### src/rtl/axi4_dual_master_arbiter_pkg.sv
// Shared types and width helpers for the dual-master AXI4 arbiter.
package axi_arb_pkg;

   typedef enum logic [1:0] {
      W_IDLE = 2'd0,
      W_ADDR = 2'd1,
      W_DATA = 2'd2,
      W_RESP = 2'd3
   } wr_state_t;

   typedef enum logic [1:0] {
      R_IDLE = 2'd0,
      R_ADDR = 2'd1,
      R_DATA = 2'd2
   } rd_state_t;

   localparam logic [1:0] RESP_OKAY   = 2'b00;
   localparam logic [1:0] RESP_EXOKAY = 2'b01;
   localparam logic [1:0] RESP_SLVERR = 2'b10;
   localparam logic [1:0] RESP_DECERR = 2'b11;

   // AW/AR payload: {id, addr, len[7:0], size[2:0], burst[1:0]}
   function automatic int ax_w(input int id_w, input int addr_w);
      return id_w + addr_w + 8 + 3 + 2;
   endfunction

   // W payload: {data, strb, last}
   function automatic int w_w(input int data_w);
      return data_w + data_w / 8 + 1;
   endfunction

   // R payload: {data, resp, last}
   function automatic int r_w(input int data_w);
      return data_w + 2 + 1;
   endfunction

endpackage

### src/rtl/axi4_dual_master_arbiter_if.sv
// Bundle of all handshake/payload signals around the arbiter.
// slave  : the arbiter's own view (it is the slave of both upstream masters).
// master : the surrounding view (upstream masters plus the downstream slave).
interface axi4_dual_master_arbiter_if #(
   parameter int ADDR_W = 32,
   parameter int DATA_W = 32,
   parameter int ID_W   = 4
);
   import axi_arb_pkg::*;

   localparam int AW_W = ax_w(ID_W, ADDR_W);
   localparam int AR_W = ax_w(ID_W, ADDR_W);
   localparam int W_W  = w_w(DATA_W);
   localparam int R_W  = r_w(DATA_W);

   logic [1:0]        s_awvalid;
   logic [1:0]        s_awready;
   logic [2*AW_W-1:0] s_aw;
   logic [1:0]        s_wvalid;
   logic [1:0]        s_wready;
   logic [2*W_W-1:0]  s_w;
   logic [1:0]        s_bvalid;
   logic [1:0]        s_bready;
   logic [1:0]        s_bresp;
   logic [1:0]        s_arvalid;
   logic [1:0]        s_arready;
   logic [2*AR_W-1:0] s_ar;
   logic [1:0]        s_rvalid;
   logic [1:0]        s_rready;
   logic [R_W-1:0]    s_r;

   logic              m_awvalid;
   logic              m_awready;
   logic [AW_W-1:0]   m_aw;
   logic              m_wvalid;
   logic              m_wready;
   logic [W_W-1:0]    m_w;
   logic              m_bvalid;
   logic              m_bready;
   logic [1:0]        m_bresp;
   logic              m_arvalid;
   logic              m_arready;
   logic [AR_W-1:0]   m_ar;
   logic              m_rvalid;
   logic              m_rready;
   logic [R_W-1:0]    m_r;

   logic [1:0]        wr_gnt;
   logic [1:0]        rd_gnt;

   modport slave (
      input  s_awvalid, s_aw, s_wvalid, s_w, s_bready, s_arvalid, s_ar, s_rready,
      input  m_awready, m_wready, m_bvalid, m_bresp, m_arready, m_rvalid, m_r,
      output s_awready, s_wready, s_bvalid, s_bresp, s_arready, s_rvalid, s_r,
      output m_awvalid, m_aw, m_wvalid, m_w, m_bready, m_arvalid, m_ar, m_rready,
      output wr_gnt, rd_gnt
   );

   modport master (
      output s_awvalid, s_aw, s_wvalid, s_w, s_bready, s_arvalid, s_ar, s_rready,
      output m_awready, m_wready, m_bvalid, m_bresp, m_arready, m_rvalid, m_r,
      input  s_awready, s_wready, s_bvalid, s_bresp, s_arready, s_rvalid, s_r,
      input  m_awvalid, m_aw, m_wvalid, m_w, m_bready, m_arvalid, m_ar, m_rready,
      input  wr_gnt, rd_gnt
   );

endinterface

### src/rtl/axi4_dual_master_arbiter_rr_arb2.sv
// Two-way round-robin picker. Grant is combinational from the request
// vector; the preference pointer only moves when a transaction completes,
// and then points away from the port that just finished.
module axi_rr_arb2 (
   input  logic       clk_i,
   input  logic       rst_i,
   input  logic [1:0] req_i,
   input  logic       advance_i,
   input  logic       done_idx_i,
   output logic [1:0] gnt_o
);

   logic ptr_q;
   logic ptr_d;

   // next preference: the other port once the current owner is done
   always_comb begin
      ptr_d = ptr_q;
      if (advance_i) ptr_d = ~done_idx_i;
   end

   // preference register, favours port 0 out of reset
   always_ff @(posedge clk_i or posedge rst_i) begin
      if (rst_i) ptr_q <= 1'b0;
      else       ptr_q <= ptr_d;
   end

   // lone requester wins; on a tie the pointed-to port wins
   always_comb begin
      gnt_o = 2'b00;
      case (req_i)
         2'b01:   gnt_o = 2'b01;
         2'b10:   gnt_o = 2'b10;
         2'b11:   gnt_o = ptr_q ? 2'b10 : 2'b01;
         default: gnt_o = 2'b00;
      endcase
   end

endmodule

### src/rtl/axi4_dual_master_arbiter.sv
// Shares one AXI4 master port between two upstream masters. Write and read
// directions run independent FSMs, each with one outstanding transaction,
// so IDs pass through untouched. The grant is frozen outside IDLE, which
// keeps every forwarded valid/payload stable until its handshake.
module axi4_dual_master_arbiter #(
   parameter int ADDR_W = 32,
   parameter int DATA_W = 32,
   parameter int ID_W   = 4
) (
   input  logic ACLK,
   input  logic ARESET,
   axi4_dual_master_arbiter_if.slave bus
);
   import axi_arb_pkg::*;

   localparam int AW_W = ax_w(ID_W, ADDR_W);
   localparam int AR_W = ax_w(ID_W, ADDR_W);
   localparam int W_W  = w_w(DATA_W);

   wr_state_t  wr_state_q, wr_state_d;
   logic [1:0] wr_gnt_q, wr_gnt_d;
   logic [1:0] wr_arb_gnt;
   logic       wr_sel;
   logic       wr_done;
   logic [W_W-1:0] w_sel;

   rd_state_t  rd_state_q, rd_state_d;
   logic [1:0] rd_gnt_q, rd_gnt_d;
   logic [1:0] rd_arb_gnt;
   logic       rd_sel;
   logic       rd_done;

   assign wr_sel = wr_gnt_q[1];
   assign rd_sel = rd_gnt_q[1];

   axi_rr_arb2 u_wr_arb (
      .clk_i      (ACLK),
      .rst_i      (ARESET),
      .req_i      (bus.s_awvalid),
      .advance_i  (wr_done),
      .done_idx_i (wr_sel),
      .gnt_o      (wr_arb_gnt)
   );

   axi_rr_arb2 u_rd_arb (
      .clk_i      (ACLK),
      .rst_i      (ARESET),
      .req_i      (bus.s_arvalid),
      .advance_i  (rd_done),
      .done_idx_i (rd_sel),
      .gnt_o      (rd_arb_gnt)
   );

   // payload muxes follow the registered grant; responses are broadcast
   assign w_sel       = wr_sel ? bus.s_w[2*W_W-1:W_W]    : bus.s_w[W_W-1:0];
   assign bus.m_w     = w_sel;
   assign bus.m_aw    = wr_sel ? bus.s_aw[2*AW_W-1:AW_W] : bus.s_aw[AW_W-1:0];
   assign bus.m_ar    = rd_sel ? bus.s_ar[2*AR_W-1:AR_W] : bus.s_ar[AR_W-1:0];
   assign bus.s_bresp = bus.m_bresp;
   assign bus.s_r     = bus.m_r;
   assign bus.wr_gnt  = wr_gnt_q;
   assign bus.rd_gnt  = rd_gnt_q;

   // write path state and owner registers
   always_ff @(posedge ACLK or posedge ARESET) begin
      if (ARESET) begin
         wr_state_q <= W_IDLE;
         wr_gnt_q   <= 2'b00;
      end else begin
         wr_state_q <= wr_state_d;
         wr_gnt_q   <= wr_gnt_d;
      end
   end

   // write path next state and handshake routing
   always_comb begin
      wr_state_d    = wr_state_q;
      wr_gnt_d      = wr_gnt_q;
      wr_done       = 1'b0;
      bus.m_awvalid = 1'b0;
      bus.s_awready = 2'b00;
      bus.m_wvalid  = 1'b0;
      bus.s_wready  = 2'b00;
      bus.s_bvalid  = 2'b00;
      bus.m_bready  = 1'b0;
      case (wr_state_q)
         W_IDLE: begin
            if (|bus.s_awvalid) begin
               wr_gnt_d   = wr_arb_gnt;
               wr_state_d = W_ADDR;
            end
         end
         W_ADDR: begin
            bus.m_awvalid         = bus.s_awvalid[wr_sel];
            bus.s_awready[wr_sel] = bus.m_awready;
            if (bus.s_awvalid[wr_sel] && bus.m_awready) wr_state_d = W_DATA;
         end
         W_DATA: begin
            bus.m_wvalid         = bus.s_wvalid[wr_sel];
            bus.s_wready[wr_sel] = bus.m_wready;
            if (bus.s_wvalid[wr_sel] && bus.m_wready && w_sel[0]) wr_state_d = W_RESP;
         end
         W_RESP: begin
            bus.s_bvalid[wr_sel] = bus.m_bvalid;
            bus.m_bready         = bus.s_bready[wr_sel];
            if (bus.m_bvalid && bus.s_bready[wr_sel]) begin
               wr_done    = 1'b1;
               wr_gnt_d   = 2'b00;
               wr_state_d = W_IDLE;
            end
         end
         default: begin
            wr_gnt_d   = 2'b00;
            wr_state_d = W_IDLE;
         end
      endcase
   end

   // read path state and owner registers
   always_ff @(posedge ACLK or posedge ARESET) begin
      if (ARESET) begin
         rd_state_q <= R_IDLE;
         rd_gnt_q   <= 2'b00;
      end else begin
         rd_state_q <= rd_state_d;
         rd_gnt_q   <= rd_gnt_d;
      end
   end

   // read path next state and handshake routing
   always_comb begin
      rd_state_d    = rd_state_q;
      rd_gnt_d      = rd_gnt_q;
      rd_done       = 1'b0;
      bus.m_arvalid = 1'b0;
      bus.s_arready = 2'b00;
      bus.s_rvalid  = 2'b00;
      bus.m_rready  = 1'b0;
      case (rd_state_q)
         R_IDLE: begin
            if (|bus.s_arvalid) begin
               rd_gnt_d   = rd_arb_gnt;
               rd_state_d = R_ADDR;
            end
         end
         R_ADDR: begin
            bus.m_arvalid         = bus.s_arvalid[rd_sel];
            bus.s_arready[rd_sel] = bus.m_arready;
            if (bus.s_arvalid[rd_sel] && bus.m_arready) rd_state_d = R_DATA;
         end
         R_DATA: begin
            bus.s_rvalid[rd_sel] = bus.m_rvalid;
            bus.m_rready         = bus.s_rready[rd_sel];
            if (bus.m_rvalid && bus.s_rready[rd_sel] && bus.m_r[0]) begin
               rd_done    = 1'b1;
               rd_gnt_d   = 2'b00;
               rd_state_d = R_IDLE;
            end
         end
         default: begin
            rd_gnt_d   = 2'b00;
            rd_state_d = R_IDLE;
         end
      endcase
   end

endmodule

### src/flat_wrapper.sv
// flat-port wrapper written by rule: the top's interface ports become plain ports
module axi4_dual_master_arbiter_flat import axi_arb_pkg::*;
#(
   parameter int ADDR_W = 32,
   parameter int DATA_W = 32,
   parameter int ID_W   = 4
)
  (ACLK, ARESET, bus_s_awvalid, bus_s_aw, bus_s_wvalid, bus_s_w, bus_s_bready, bus_s_arvalid, bus_s_ar, bus_s_rready, bus_m_awready, bus_m_wready, bus_m_bvalid, bus_m_bresp, bus_m_arready, bus_m_rvalid, bus_m_r, bus_s_awready, bus_s_wready, bus_s_bvalid, bus_s_bresp, bus_s_arready, bus_s_rvalid, bus_s_r, bus_m_awvalid, bus_m_aw, bus_m_wvalid, bus_m_w, bus_m_bready, bus_m_arvalid, bus_m_ar, bus_m_rready, bus_wr_gnt, bus_rd_gnt);
  axi4_dual_master_arbiter_if #(.ADDR_W(ADDR_W), .DATA_W(DATA_W), .ID_W(ID_W)) bus_i ();
  input  logic ACLK;
  input  logic ARESET;
  input wire logic [$bits(bus_i.s_awvalid)-1:0] bus_s_awvalid;
  input wire logic [$bits(bus_i.s_aw)-1:0] bus_s_aw;
  input wire logic [$bits(bus_i.s_wvalid)-1:0] bus_s_wvalid;
  input wire logic [$bits(bus_i.s_w)-1:0] bus_s_w;
  input wire logic [$bits(bus_i.s_bready)-1:0] bus_s_bready;
  input wire logic [$bits(bus_i.s_arvalid)-1:0] bus_s_arvalid;
  input wire logic [$bits(bus_i.s_ar)-1:0] bus_s_ar;
  input wire logic [$bits(bus_i.s_rready)-1:0] bus_s_rready;
  input wire logic [$bits(bus_i.m_awready)-1:0] bus_m_awready;
  input wire logic [$bits(bus_i.m_wready)-1:0] bus_m_wready;
  input wire logic [$bits(bus_i.m_bvalid)-1:0] bus_m_bvalid;
  input wire logic [$bits(bus_i.m_bresp)-1:0] bus_m_bresp;
  input wire logic [$bits(bus_i.m_arready)-1:0] bus_m_arready;
  input wire logic [$bits(bus_i.m_rvalid)-1:0] bus_m_rvalid;
  input wire logic [$bits(bus_i.m_r)-1:0] bus_m_r;
  output wire logic [$bits(bus_i.s_awready)-1:0] bus_s_awready;
  output wire logic [$bits(bus_i.s_wready)-1:0] bus_s_wready;
  output wire logic [$bits(bus_i.s_bvalid)-1:0] bus_s_bvalid;
  output wire logic [$bits(bus_i.s_bresp)-1:0] bus_s_bresp;
  output wire logic [$bits(bus_i.s_arready)-1:0] bus_s_arready;
  output wire logic [$bits(bus_i.s_rvalid)-1:0] bus_s_rvalid;
  output wire logic [$bits(bus_i.s_r)-1:0] bus_s_r;
  output wire logic [$bits(bus_i.m_awvalid)-1:0] bus_m_awvalid;
  output wire logic [$bits(bus_i.m_aw)-1:0] bus_m_aw;
  output wire logic [$bits(bus_i.m_wvalid)-1:0] bus_m_wvalid;
  output wire logic [$bits(bus_i.m_w)-1:0] bus_m_w;
  output wire logic [$bits(bus_i.m_bready)-1:0] bus_m_bready;
  output wire logic [$bits(bus_i.m_arvalid)-1:0] bus_m_arvalid;
  output wire logic [$bits(bus_i.m_ar)-1:0] bus_m_ar;
  output wire logic [$bits(bus_i.m_rready)-1:0] bus_m_rready;
  output wire logic [$bits(bus_i.wr_gnt)-1:0] bus_wr_gnt;
  output wire logic [$bits(bus_i.rd_gnt)-1:0] bus_rd_gnt;
  assign bus_i.s_awvalid = bus_s_awvalid;
  assign bus_i.s_aw = bus_s_aw;
  assign bus_i.s_wvalid = bus_s_wvalid;
  assign bus_i.s_w = bus_s_w;
  assign bus_i.s_bready = bus_s_bready;
  assign bus_i.s_arvalid = bus_s_arvalid;
  assign bus_i.s_ar = bus_s_ar;
  assign bus_i.s_rready = bus_s_rready;
  assign bus_i.m_awready = bus_m_awready;
  assign bus_i.m_wready = bus_m_wready;
  assign bus_i.m_bvalid = bus_m_bvalid;
  assign bus_i.m_bresp = bus_m_bresp;
  assign bus_i.m_arready = bus_m_arready;
  assign bus_i.m_rvalid = bus_m_rvalid;
  assign bus_i.m_r = bus_m_r;
  assign bus_s_awready = bus_i.s_awready;
  assign bus_s_wready = bus_i.s_wready;
  assign bus_s_bvalid = bus_i.s_bvalid;
  assign bus_s_bresp = bus_i.s_bresp;
  assign bus_s_arready = bus_i.s_arready;
  assign bus_s_rvalid = bus_i.s_rvalid;
  assign bus_s_r = bus_i.s_r;
  assign bus_m_awvalid = bus_i.m_awvalid;
  assign bus_m_aw = bus_i.m_aw;
  assign bus_m_wvalid = bus_i.m_wvalid;
  assign bus_m_w = bus_i.m_w;
  assign bus_m_bready = bus_i.m_bready;
  assign bus_m_arvalid = bus_i.m_arvalid;
  assign bus_m_ar = bus_i.m_ar;
  assign bus_m_rready = bus_i.m_rready;
  assign bus_wr_gnt = bus_i.wr_gnt;
  assign bus_rd_gnt = bus_i.rd_gnt;
  axi4_dual_master_arbiter #(.ADDR_W(ADDR_W), .DATA_W(DATA_W), .ID_W(ID_W)) u_core (.ACLK(ACLK), .ARESET(ARESET), .bus(bus_i));
endmodule
### config.mk
export PLATFORM = sky130hd
export DESIGN_NAME = axi4_dual_master_arbiter_flat
export DESIGN_NICKNAME = d
export VERILOG_FILES = /design/src/rtl/axi4_dual_master_arbiter_pkg.sv /design/src/rtl/axi4_dual_master_arbiter_if.sv /design/src/rtl/axi4_dual_master_arbiter_rr_arb2.sv /design/src/rtl/axi4_dual_master_arbiter.sv /design/src/flat_wrapper.sv
export SDC_FILE = /design/constraint.sdc
export NUM_CORES = 1
export LEC_CHECK = 0
export ABC_AREA = 1
export ABC_CLOCK_PERIOD_IN_PS = 3100
export CORE_AREA = 2 2 200 202
export DETAILED_ROUTE_END_ITERATION = 12
export DIE_AREA = 0 0 202 204
export PLACE_DENSITY_LB_ADDON = 0.2
export SYNTH_ARGS = -nofsm -noshare
export SYNTH_HDL_FRONTEND = slang
export SYNTH_HIERARCHICAL = 1
export SYNTH_SLANG_ARGS = --single-unit
### constraint.sdc
create_clock -name ACLK -period 3.1 [get_ports ACLK]
set_input_delay 0.31 -clock ACLK [delete_from_list [all_inputs] [get_ports ACLK]]
set_output_delay 0.31 -clock ACLK [all_outputs]
set_load 0.02 [all_outputs]
Word level (Yosys, flattened, before mapping)
Index checks and enable logic that the tools add are counted.
W data, S select, Z words.
{"block": "word_totals", "regBits": 10, "latch_bits": 0, "ram_bits": 0, "romBits": 0, "input_bits": 324, "output_inout_bits": 191, "word_cells": 102, "n_memories": 0}
{"block": "classes", "addsub": 0, "n_mul": 0, "n_div": 0, "magnitude_cmp": 4, "n_eq_ne": 18, "shifts": 0, "mux": 48, "bitwise": 8, "reduce_logical": 18}
{"cell": "$mux W49", "n": 2}
{"cell": "$mux W37", "n": 1}
{"cell": "$mux W2", "n": 16}
{"cell": "$pmux W2 S3", "n": 4}
{"cell": "$mux W1", "n": 21}
{"cell": "$eq A2 B2 Y1 const B", "n": 7}
{"cell": "$ne A2 B1 Y1 const B", "n": 7}
{"cell": "$and A2 B2 Y2", "n": 5}
{"cell": "$logic_and A1 B1 Y1", "n": 9}
{"cell": "$reduce_and A3 Y1", "n": 3}
{"cell": "$eq A2 B1 Y1 const B", "n": 4}
{"cell": "$pmux W2 S4", "n": 1}
{"cell": "$logic_not A2 Y1", "n": 2}
{"cell": "$lt A1 B2 Y1 const B", "n": 2}
{"cell": "$pmux W2 S2", "n": 1}
{"cell": "$reduce_and A4 Y1", "n": 1}
{"cell": "$reduce_or A2 Y1", "n": 2}
{"cell": "$not A1 Y1", "n": 3}
{"cell": "$demux W1 S1", "n": 2}
{"cell": "$ge A1 B1 Y1 const B", "n": 2}
{"cell": "$reduce_bool A2 Y1", "n": 1}

Longest topological paths before layout
Gate-level depths: netlist of run 1.
{"block": "depth", "word_depth": 6, "mapped_depth": 9, "mapped_depth_nobuf": 8}

Hierarchy
Netlist of run 1, hierarchy kept.
{"mod": "axi4_dual_master_arbiter", "instances": 1, "cells_per_inst": 579, "area_each_um2": 2621.3, "seq_area_each_um2": 200.2}
{"mod": "axi_rr_arb2", "instances": 2, "cells_per_inst": 12, "area_each_um2": 67.6, "seq_area_each_um2": 25.0}

Worst setup path before layout of run 1
Ideal clock, no wire load.
{"block": "synth_path", "path_kind": "register -> output", "startpoint": "reg u_core.wr_gnt_q[1] (netlist: u_core/bus.wr_gnt[1])", "endpoint": "out bus_s_awready[1]", "t_arrival_ns": 1.374, "t_required_ns": 2.790, "slack_ns": 1.416, "path_stages_with_launch": 5, "n_path_buf": 2, "cell_sequence": "dfrtp_1 > inv_2 > buf_6 > buf_2 > nor3_1"}
{"block": "synth_between", "elab_chain_cells": 6, "elab_cells_between_ends": 7, "cone_classes": "order compare (2); mux (3); bitwise (1); reduce/logical (1)"}
{"element": "start, declared", "line": "axi4_dual_master_arbiter.sv:21", "rtl": "logic [1:0] wr_gnt_q, wr_gnt_d;"}
{"element": "start signal, assigned", "line": "axi4_dual_master_arbiter.sv:71", "rtl": "wr_gnt_q <= wr_gnt_d;"}
{"element": "$lt A1 B2 Y1 (implied by the code) / $ge A1 B1 Y1 (equally long branches)", "line": "axi4_dual_master_arbiter.sv:95", "rtl": "bus.s_awready[wr_sel] = bus.m_awready;"}
{"element": "$logic_and A1 B1 Y1 (implied by the code)", "line": "axi4_dual_master_arbiter.sv:95"}
{"element": "$mux W1 (implied by the code)", "line": "axi4_dual_master_arbiter.sv:95"}
{"element": "$demux W1 S1 (*)"}
{"element": "$and A2 B2 Y2 (no source line) (*)"}
{"element": "$mux W2 (*)", "line": "axi4_dual_master_arbiter.sv:86", "rtl": "case (wr_state_q)"}
{"element": "end, declared", "line": "flat_wrapper.sv:27", "rtl": "output wire logic [$bits(bus_i.s_awready)-1:0] bus_s_awready;"}
Mark *: on every way between the ends. The rest lies on a longest branch, timed or not.

Worst setup path in the final report of run 1
{"block": "layout_path", "startpoint": "reg u_core.wr_gnt_q[1] (netlist: u_core/bus.wr_gnt[1])", "endpoint": "out bus_m_wvalid"}
{"block": "layout_between", "elab_chain_cells": 3}
{"element": "$mux W1 (implied by the code) (2 in a row)", "line": "axi4_dual_master_arbiter.sv:99", "rtl": "bus.m_wvalid = bus.s_wvalid[wr_sel];"}
{"element": "$mux W1", "line": "axi4_dual_master_arbiter.sv:86"}
{"element": "end, declared", "line": "flat_wrapper.sv:36", "rtl": "output wire logic [$bits(bus_i.m_wvalid)-1:0] bus_m_wvalid;"}
Every way passes these cells. The select of a mux whose other input is x is not followed.

==> metrics, run 1 <==
CTS max path bufs 2; NumNets Final 1316; final slew viol count 0; placed inst area around 7500 um2; Mean Syn Cell Area 4.571 um2; Internal Power 0.002322 W; WL/cell about 14 um; Initial Util 7.035%; routed wire length 20420 um; Setup Skew 0.0005390 ns; initial antenna violation count 0; register clock-pin slew on the reported worst setup and hold paths around 0.040 ns; DP Cell Count 1507; worst vdd ir 0.2927 mV; CTS tree built; chip height 204 um; FF-to-FF End u_core/wr_state_q[0]$_DFFE_PP0P_; area share of the largest cell type after synthesis 61.42%; worst slew pin tran between 0.5 and 0.6 ns; Flop pwr share ~5.2%; CTS resizes 0; Core Rows 73; number of filler cells placed in the layout 4449; worst reg2reg path depth 9; Die ar. roughly 41000 um2; CP startpoint u_core/bus.wr_gnt[1]$_DFFE_PP0P_; clock share of power 4.7%; status finished, final reports clean; setup_tns 0 ns; first-pass GRT wire length 29480 um; total power draw just under 0.005 W; TritonCTS Sinks 10; Synth Instances 603; Yosys reg bits 10; number of detailed-routing iterations run before antenna repair 4; max_cap viols 0; DR vias/cell between 3 and 4; area added between synthesis and finish 175.4%; total net switching power between 0.002 and 0.003 W; Pwr per Cell Area 643.6 nW/um2; Comb pwr share 90.1%; Critical Path End bus_m_wvalid; Worst EP required 2.79 ns; fmax roughly 390 MHz; final hold vios 0; detailed-route DRC error count 0; critical setup path kind flop to output pin; sw frac 52.47%; io pins around 520; CTS buffer count 3; cell area after synthesis 2756 um2; Root Driver clkbuf_16; cts hold-fix bufs 0; Synth warnings 6; setup violators final 0; port bufs 442; Worst setup SP type flop; register area share after synthesis 9.079%; initial DRC count 196; crit path max fanout 39; Util after Layout 19.37%; CP Capture Type output pin; Synth area leaders nand2_1 (61%), buf_4 (11%), dfrtp_1 (9.1%); RSZ-0062 raised after global routing false; design area 7591 um2; period utilization 83.27%; r2r setup slk approximately 1.1 ns; GRT Total Usage 9.238%; Mapped Nets 932; vias post-DR 4955; layout cells sized above 1 2.234%; Slew HR between 60% and 70%; global route overflow 0; placed wire-length estimate 17640 um; Hold Crit Class primary input to async pin; Worst EP arrival roughly 2.3 ns; clk_lat worst skew 0.24 ns; Final min period 2.582 ns; leakage power 3.442 nW; largest net degree at the start of global routing 96; area leader, netlist nand2_1; GPL Wtd Cong 0.8122; die width roughly 200 um; Post-Layout Cell Count 1511; core area between 30000 and 40000 um2; antenna-violating nets left 0; Clock H-tree levels 1; Yosys cell types 23; Setup Buffers After CTS 0; vias in the first global route 5013; reg-to-reg startpoint u_core/bus.wr_gnt[1]$_DFFE_PP0P_
==> synthesized netlist by cell type <==
library cell,instances
nand3_1,2
buf_4,39
nand4_1,2
o31ai_1,1
ha_1,5
nand2_2,1
clkbuf_1,18
dfrtp_1,10
inv_1,26
nand3b_1,2
o21ai_0,2
a21oi_2,1
inv_2,2
o21ai_1,1
a31o_2,1
buf_6,1
buf_2,10
nor3_1,10
nand2_1,451
or2_2,2
nor2_1,10
a21oi_1,4
nand3_2,2
==> logic make-up after synthesis <==
kind of cell / count (synthesis) / share of synthesized area, %
AOI/OAI and AO/OA: 10 / 2.179
and+or+nand+nor: 482 / 67.36
buffers and inverters: 96 / 19.11
adders and majority gates: 5 / 2.270
DFF: 10 / 9.079
==> metal layers <==
layer | vias to the layer above | wire [um] | GRT usage, %
li1 | 2515 | - | -
met1 | 2094 | 6777 | 8.499
met2 | 338 | 11010 | 19.01
met3 | 8 | 2545 | 4.050
met4 | 0 | 90 | 0.9191
met5 | - | 0 | 0
==> final cells by class <==
class	count	area (um2)	share of cell area (%)
Multi-Input combinational cell	497	1979	26.08
Sequential cell	10	255.2	3.362
Tap cell	525	656.9	8.653
Antenna cell	1	2.502	0.03297
Timing Repair Buffer	447	4517	59.50
Inverter	28	105.1	1.385
Clock buffer	3	75.07	0.9890
==> worst max-delay path, stage by stage, from the launching register on <==
cell and delay (ns):
dfrtp_4 0.49, inv_2 0.38, buf_12 0.27, nand2_1 0.11, a21oi_1 0.14, clkdlybuf4s50_1 0.62
==> sequential cells by signal, indices dropped and copies added, names as in the netlist <==
| signal | cells |
|---|---|
| u_core/rd_state_q | 2 |
| u_core/u_rd_arb/ptr_q | 1 |
| u_core/bus.rd_gnt | 2 |
| u_core/wr_state_q | 2 |
| u_core/u_wr_arb/ptr_q | 1 |
| u_core/bus.wr_gnt | 2 |
==> power by group through the flow <==
stage               clock [W]  sequential, W  combinational [W]
finish               0.000229       0.000256            0.00440
global route         0.000249       0.000265            0.00480
CTS                  0.000240       0.000257            0.00450
detailed placement          0       0.000257            0.00448
global placement            0       0.000257            0.00454
floorplan                   0       0.000270            0.00228
==> per-stage QoR <==
step	hold WS (ns)	setup WS [ns]
finish	0.4266	0.5185
global route	0.4842	0.3262
CTS	0.4814	0.4769
detailed placement	0.4869	0.7541
global placement	0.4824	0.7556
floorplan	0.03871	1.416
==> how the worst min path moves through the flow <==
| stage | to | from | cells past startpoint | slack (ns) |
|---|---|---|---|---|
| final | u_core/u_wr_arb/ptr_q$_DFFE_PP0P_ | ARESET | 2 | 0.43 |
| after global placement | u_core/bus.rd_gnt[0]$_DFFE_PP0P_ | u_core/bus.rd_gnt[0]$_DFFE_PP0P_ | 2 | 0.48 |
| after floorplan | u_core/u_rd_arb/ptr_q$_DFFE_PP0P_ | ARESET | 1 | 0.04 |
| after detailed placement | u_core/bus.rd_gnt[0]$_DFFE_PP0P_ | u_core/bus.rd_gnt[0]$_DFFE_PP0P_ | 2 | 0.49 |
| after global routing | u_core/u_rd_arb/ptr_q$_DFFE_PP0P_ | ARESET | 2 | 0.48 |
| after CTS | u_core/u_wr_arb/ptr_q$_DFFE_PP0P_ | ARESET | 2 | 0.48 |
==> cells in the final DEF, fill, tap and decap left out, types with 2 or more instances in the layout <==
master / instances
nand3_1: 2
buf_4: 3
clkdlybuf4s50_1: 439
clkbuf_16: 3
nor3_1: 10
nand2_1: 451
buf_12: 5
nand3b_1: 2
o21ai_0: 2
inv_1: 26
inv_2: 2
ha_1: 5
nand3_2: 2
a21oi_1: 4
nand4_1: 2
or2_2: 2
dfrtp_1: 8
nor2_1: 10
Power figures use the tool's default switching activity.
==> run 2, diff against run 1 <==
- ABC_CLOCK_PERIOD_IN_PS: 3100 -> 2400
- CORE_AREA: 2 2 200 202 -> 2 2 199 201
- DIE_AREA: 0 0 202 204 -> 0 0 201 203
- clock period: 3.1 -> 2.4 ns (I/O delays scaled with it)
==> metrics, run 2 (same netlist as run 1, synthesis figures left out) <==
period utilization approximately 93%; worst slew pin tran 0.4566 ns (-0.1262 ns); met1 WL 7382 um (+8.9%); routed wire length 20690 um (+1.3%); crit path max fanout 56 (+44%); Core Rows 72 (-1.4%); largest net degree at the start of global routing 67 (-30%); NumNets Final 1320 (+0.30%); Hold WS 0.2104 ns (-0.2162 ns); Die ar. 40800 um2 (-0.98%); area added between synthesis and finish 176.3%; Util after Layout 19.80% (+0.42 points); CP Capture Type output pin; WL/cell 13.72 um (+1.5%); CTS max path bufs 2 (unchanged); most frequent cells in the layout nand2_1 (451), clkdlybuf4s50_1 (440), inv_1 (26); cts hold-fix bufs 0 (unchanged); vias in the first global route 5123 (+2.2%); status finished, final reports clean; Initial Util 7.166% (+0.13 points); port bufs 442 (unchanged); initial antenna violation count 1 (+1); CTS resizes 0 (unchanged); CP cell instances inv_2, buf_12, nand2_1, nand2_1, clkdlybuf4s50_1; io pins 515 (unchanged); Slew HR 69.52% (+8.4 points); Hold Crit Class primary input to async pin; DR WL met2 10460 um (-4.9%); Final min period roughly 2.2 ns; total power draw 0.006406 W (+31%); detailed-route DRC error count 0 (unchanged); global route overflow 0 (unchanged); final hold vios 0 (unchanged); GRT Total Usage 9.677% (+0.44 points); placed wire-length estimate 17950 um (+1.7%); number of detailed-routing iterations run before antenna repair 4 (unchanged); Clock H-tree levels 1 (unchanged); DR vias/cell 3.211 (-2.1%); most used cell, CP nand2_1; fmax 449.0 MHz; antenna-violating nets left 0 (unchanged); CTS buffer count 3 (unchanged); Setup Buffers After CTS 0 (unchanged); max layer used met4; first-pass GRT wire length 30200 um (+2.5%); Worst setup SP type flop; CP Buf/Inv Count 3 (unchanged); die width 201 um (-0.50%); Setup Skew 0.0001614 ns (-0.0003776 ns); final slew viol count 0 (unchanged); initial DRC count 159 (-19%); Worst path top cell family by delay buffers and inverters; register clock-pin slew on the reported worst setup and hold paths 0.04 ns (about the same); core area 38470 um2 (-1.8%); most common cell after layout, fill and taps aside nand2_1; leakage power 3.460 nW (+0.51%); max_cap viols 0 (unchanged); clk_lat worst skew 0.24 ns (about the same); TritonCTS Sinks 10 (unchanged); worst vdd ir 0.3760 mV (+28%); r2r setup slk 0.62 ns (-0.51 ns); CTS tree built; setup violators final 0 (unchanged); layout cells sized above 1 2.528% (+0.29 points); Pwr per Cell Area 841.3 nW/um2 (+31%); RSZ-0062 raised after global routing false; critical setup path kind flop to output pin; Worst EP arrival 1.99 ns (-0.28 ns); met3 wire len 2197 um (-14%); GPL Wtd Cong 0.8544 (+5.2%); chip height 203 um (-0.49%); setup_tns 0 ns (unchanged); crit-path max cell delay 0.63 ns (about the same); Worst EP required 2.16 ns (-0.63 ns); Root Driver clkbuf_16; Slowest-stage cell, CP clkdlybuf4s50_1; vias post-DR 4842 (-2.3%)
[run 2: cell type report]
cell class	count	area, um2
Antenna cell	1	2.502
Inverter	28	105.1
Timing Repair Buffer	451	4549
Fill cell	4429	30850
Sequential cell	10	255.2
Multi-Input combinational cell	497	1979
Tap cell	518	648.1
Clock buffer	3	75.07
[run 2: metrics by stage]
step | instances | setup WS (ns) | cell area [um2]
detailed placement | 1504 | 0.3432 | 7537
global route | 1508 | 0.05929 | 7615
floorplan | 603 | 0.7860 | 2756
global placement | 1504 | 0.3331 | 7537
CTS | 1507 | 0.1431 | 7612
finish | 1508 | 0.1727 | 7615
[run 2: path summary, 6_finish.rpt]
check | startpoint | to | cells after the start
setup / recovery | u_core/bus.wr_gnt[1]$_DFFE_PP0P_ | bus_m_w[23] | 5
hold / removal | ARESET | u_core/u_wr_arb/ptr_q$_DFFE_PP0P_ | 2
setup reg to reg | u_core/bus.wr_gnt[1]$_DFFE_PP0P_ | u_core/bus.wr_gnt[1]$_DFFE_PP0P_ | 8
hold reg to reg | u_core/bus.rd_gnt[0]$_DFFE_PP0P_ | u_core/bus.rd_gnt[0]$_DFFE_PP0P_ | 2
max in group asynchronous | ARESET | u_core/bus.wr_gnt[1]$_DFFE_PP0P_ | 2
min in group ACLK | bus_m_r[13] | bus_s_r[13] | 0
[run 2: per-layer routing]
metal,vias to the layer above,global-route usage [%]
met2,305,18.34
met1,1990,9.581
met3,24,3.772
met5,-,0
met4,0,3.280
li1,2523,-
[run 2: report_power, final]
group	total, W	switching, W	internal (W)
clock network	0.000299	0.0000825	0.000217
logic	0.00577	0.00318	0.00258
registers	0.000341	0.0000818	0.000260
==> run 3, diff against run 2 <==
- CELL_PAD_IN_SITES_DETAIL_PLACEMENT: default -> 0
- CELL_PAD_IN_SITES_GLOBAL_PLACEMENT: default -> 1
- CORE_AREA: 2 2 199 201 -> 5 5 199 201
- DIE_AREA: 0 0 201 203 -> 0 0 204 206
- RECOVER_POWER: default -> 50
==> metrics, run 3 (same netlist as run 1, synthesis figures left out) <==
sw frac 53.61% (+1.3 points); Slowest-stage cell, CP clkdlybuf4s50_1; CTS resizes 0 (unchanged); clk_lat worst skew 0.23 ns (about the same); Clock H-tree levels 1 (unchanged); Pwr per Cell Area 825.5 nW/um2 (-1.9%); largest net degree at the start of global routing 77 (+15%); CTS buffer count 3 (unchanged); WL/cell 14.75 um (+7.5%); Worst setup SP type flop; CP Buf/Inv Count 3 (unchanged); area added between synthesis and finish 174.9%; CTS tree built; detailed-route DRC error count 0 (unchanged); worst reg2reg path depth 8 (unchanged); worst vdd ir 0.3020 mV (-20%); final hold vios 0 (unchanged); Initial Util 7.370% (+0.20 points); Worst path top cell family by delay buffers and inverters; Setup Skew 0.0004179 ns (+0.0002565 ns); setup violators final 0 (unchanged); Slew HR 73.63% (+4.1 points); global route overflow 0 (unchanged); number of diodes 0 (-1); port bufs 442 (unchanged); crit path max fanout 26 (-54%); fmax 451.5 MHz (+0.56%); initial DRC count 175 (+10%); most used cell, CP nand2_1; Root Driver clkbuf_16; crit-path max cell delay 0.66 ns (+0.03 ns); Core Rows 71 (-1.4%); TritonCTS Sinks 10 (unchanged); antenna-violating nets left 0 (unchanged); register clock-pin slew on the reported worst setup and hold paths 0.05 ns (about the same); vias in the first global route 5022 (-2.0%); layout cells sized above 1 2.328% (-0.20 points); Setup Buffers After CTS 0 (unchanged); cts hold-fix bufs 0 (unchanged); GRT Total Usage 9.618% (-0.059 points); Worst EP arrival 1.97 ns (-0.02 ns); RSZ-0062 raised after global routing false; Flop pwr share 5.4% (about the same); setup_tns 0 ns (unchanged); period utilization 92.29% (-0.52 points); placed wire-length estimate 19150 um (+6.7%); most common cell after layout, fill and taps aside nand2_1; CTS max path bufs 2 (unchanged); CP Capture Type output pin; chip height 206 um (+1.5%); WP depth 5 (unchanged); design area 7579 um2 (-0.48%); GPL Wtd Cong 0.7394 (-13%); Final min period 2.215 ns (-0.01245 ns); first-pass GRT wire length 30970 um (+2.5%); Comb pwr share 89.9% (about the same); final slew viol count 0 (unchanged); vias post-DR 4848 (+0.12%); io pins 515 (unchanged); die width 204 um (+1.5%); most frequent cells in the layout nand2_1 (451), clkdlybuf4s50_1 (393), dlygate4sd3_1 (47); Worst EP required 2.16 ns (about the same); Die ar. 42020 um2 (+3.0%); clock share of power 4.7% (about the same); CP cell instances inv_2, buf_4, nand2_1, nand2_1, clkdlybuf4s50_1; status finished, final reports clean; core area 37400 um2 (-2.8%); initial antenna violation count 3 (+2); placed inst area 7508 um2 (-0.38%); routed wire length 22110 um (+6.9%); total power draw 0.006256 W (-2.3%); worst slew pin tran 0.3952 ns (-0.06148 ns); leakage power 3.485 nW (+0.73%); r2r setup slk 0.79 ns (+0.17 ns); number of detailed-routing iterations run before antenna repair 4 (unchanged); total net switching power 0.003354 W (+0.18%); NumNets Final 1319 (-0.076%); DR vias/cell 3.234 (+0.73%); Internal Power 0.002902 W (-5.1%); critical setup path kind flop to output pin; Hold Crit Class primary input to async pin; max_cap viols 0 (unchanged)
[run 3: path summary, 6_finish.rpt]
| path | start | end |
|---|---|---|
| setup / recovery | u_core/bus.wr_gnt[1]$_DFFE_PP0P_ | bus_m_aw[28] |
| hold reg to reg | u_core/bus.rd_gnt[0]$_DFFE_PP0P_ | u_core/bus.rd_gnt[0]$_DFFE_PP0P_ |
| min in group ACLK | bus_m_r[13] | bus_s_r[13] |
| setup reg to reg | u_core/bus.wr_gnt[1]$_DFFE_PP0P_ | u_core/bus.wr_gnt[0]$_DFFE_PP0P_ |
| max in group asynchronous | ARESET | u_core/bus.wr_gnt[1]$_DFFE_PP0P_ |
| hold / removal | ARESET | u_core/u_wr_arb/ptr_q$_DFFE_PP0P_ |
[run 3: power by group through the flow]
| stage | clock network [W] | registers (W) | logic [W] |
|---|---|---|---|
| after floorplan | 0 | 0.000349 | 0.00294 |
| after global placement | 0 | 0.000343 | 0.00595 |
| after detailed placement | 0 | 0.000343 | 0.00588 |
| after CTS | 0.000308 | 0.000342 | 0.00591 |
| after global routing | 0.000315 | 0.000352 | 0.00613 |
| final | 0.000296 | 0.000338 | 0.00562 |
[run 3: worst reg2reg max path: stages (launching register included)]
cell and delay (ns):
dfrtp_4 0.43, buf_12 0.29, nand2_1 0.18, nand2_1 0.10, nand2_1 0.05, nand2_1 0.13
nand3b_1 0.15, nand2_1 0.08, o21ai_0 0.08
[run 3: layout make-up]
class                           instances  area (um2)
Clock buffer                            3       75.07
Tap cell                              511       639.4
Inverter                               28       105.1
Timing Repair Buffer                  450        4529
Fill cell                            4224       29820
Multi-Input combinational cell        497        1974
Sequential cell                        10       255.2
[run 3: layer usage]
metal	global-route usage, %	part of all wire [%]	wire (um)	vias up
li1	-	-	-	2519
met1	8.893	32	7165	2039
met2	19.48	55	12060	264
met3	4.111	11	2476	22
met4	1.962	1.7	385	4
met5	0	0.095	21	-
[run 3: per-stage QoR]
step / hold WS, ns / std cells / util, % / setup slack [ns]
after global routing: 0.3763 / 1499 / 20.26 / 0.02416
after CTS: 0.2389 / 1499 / 20.28 / 0.1087
after global placement: 0.4801 / 1496 / 20.08 / 0.2710
after floorplan: -0.03129 / 603 / - / 0.7860
after detailed placement: 0.4801 / 1496 / 20.08 / 0.2633
final: 0.3414 / 1499 / 20.26 / 0.1851
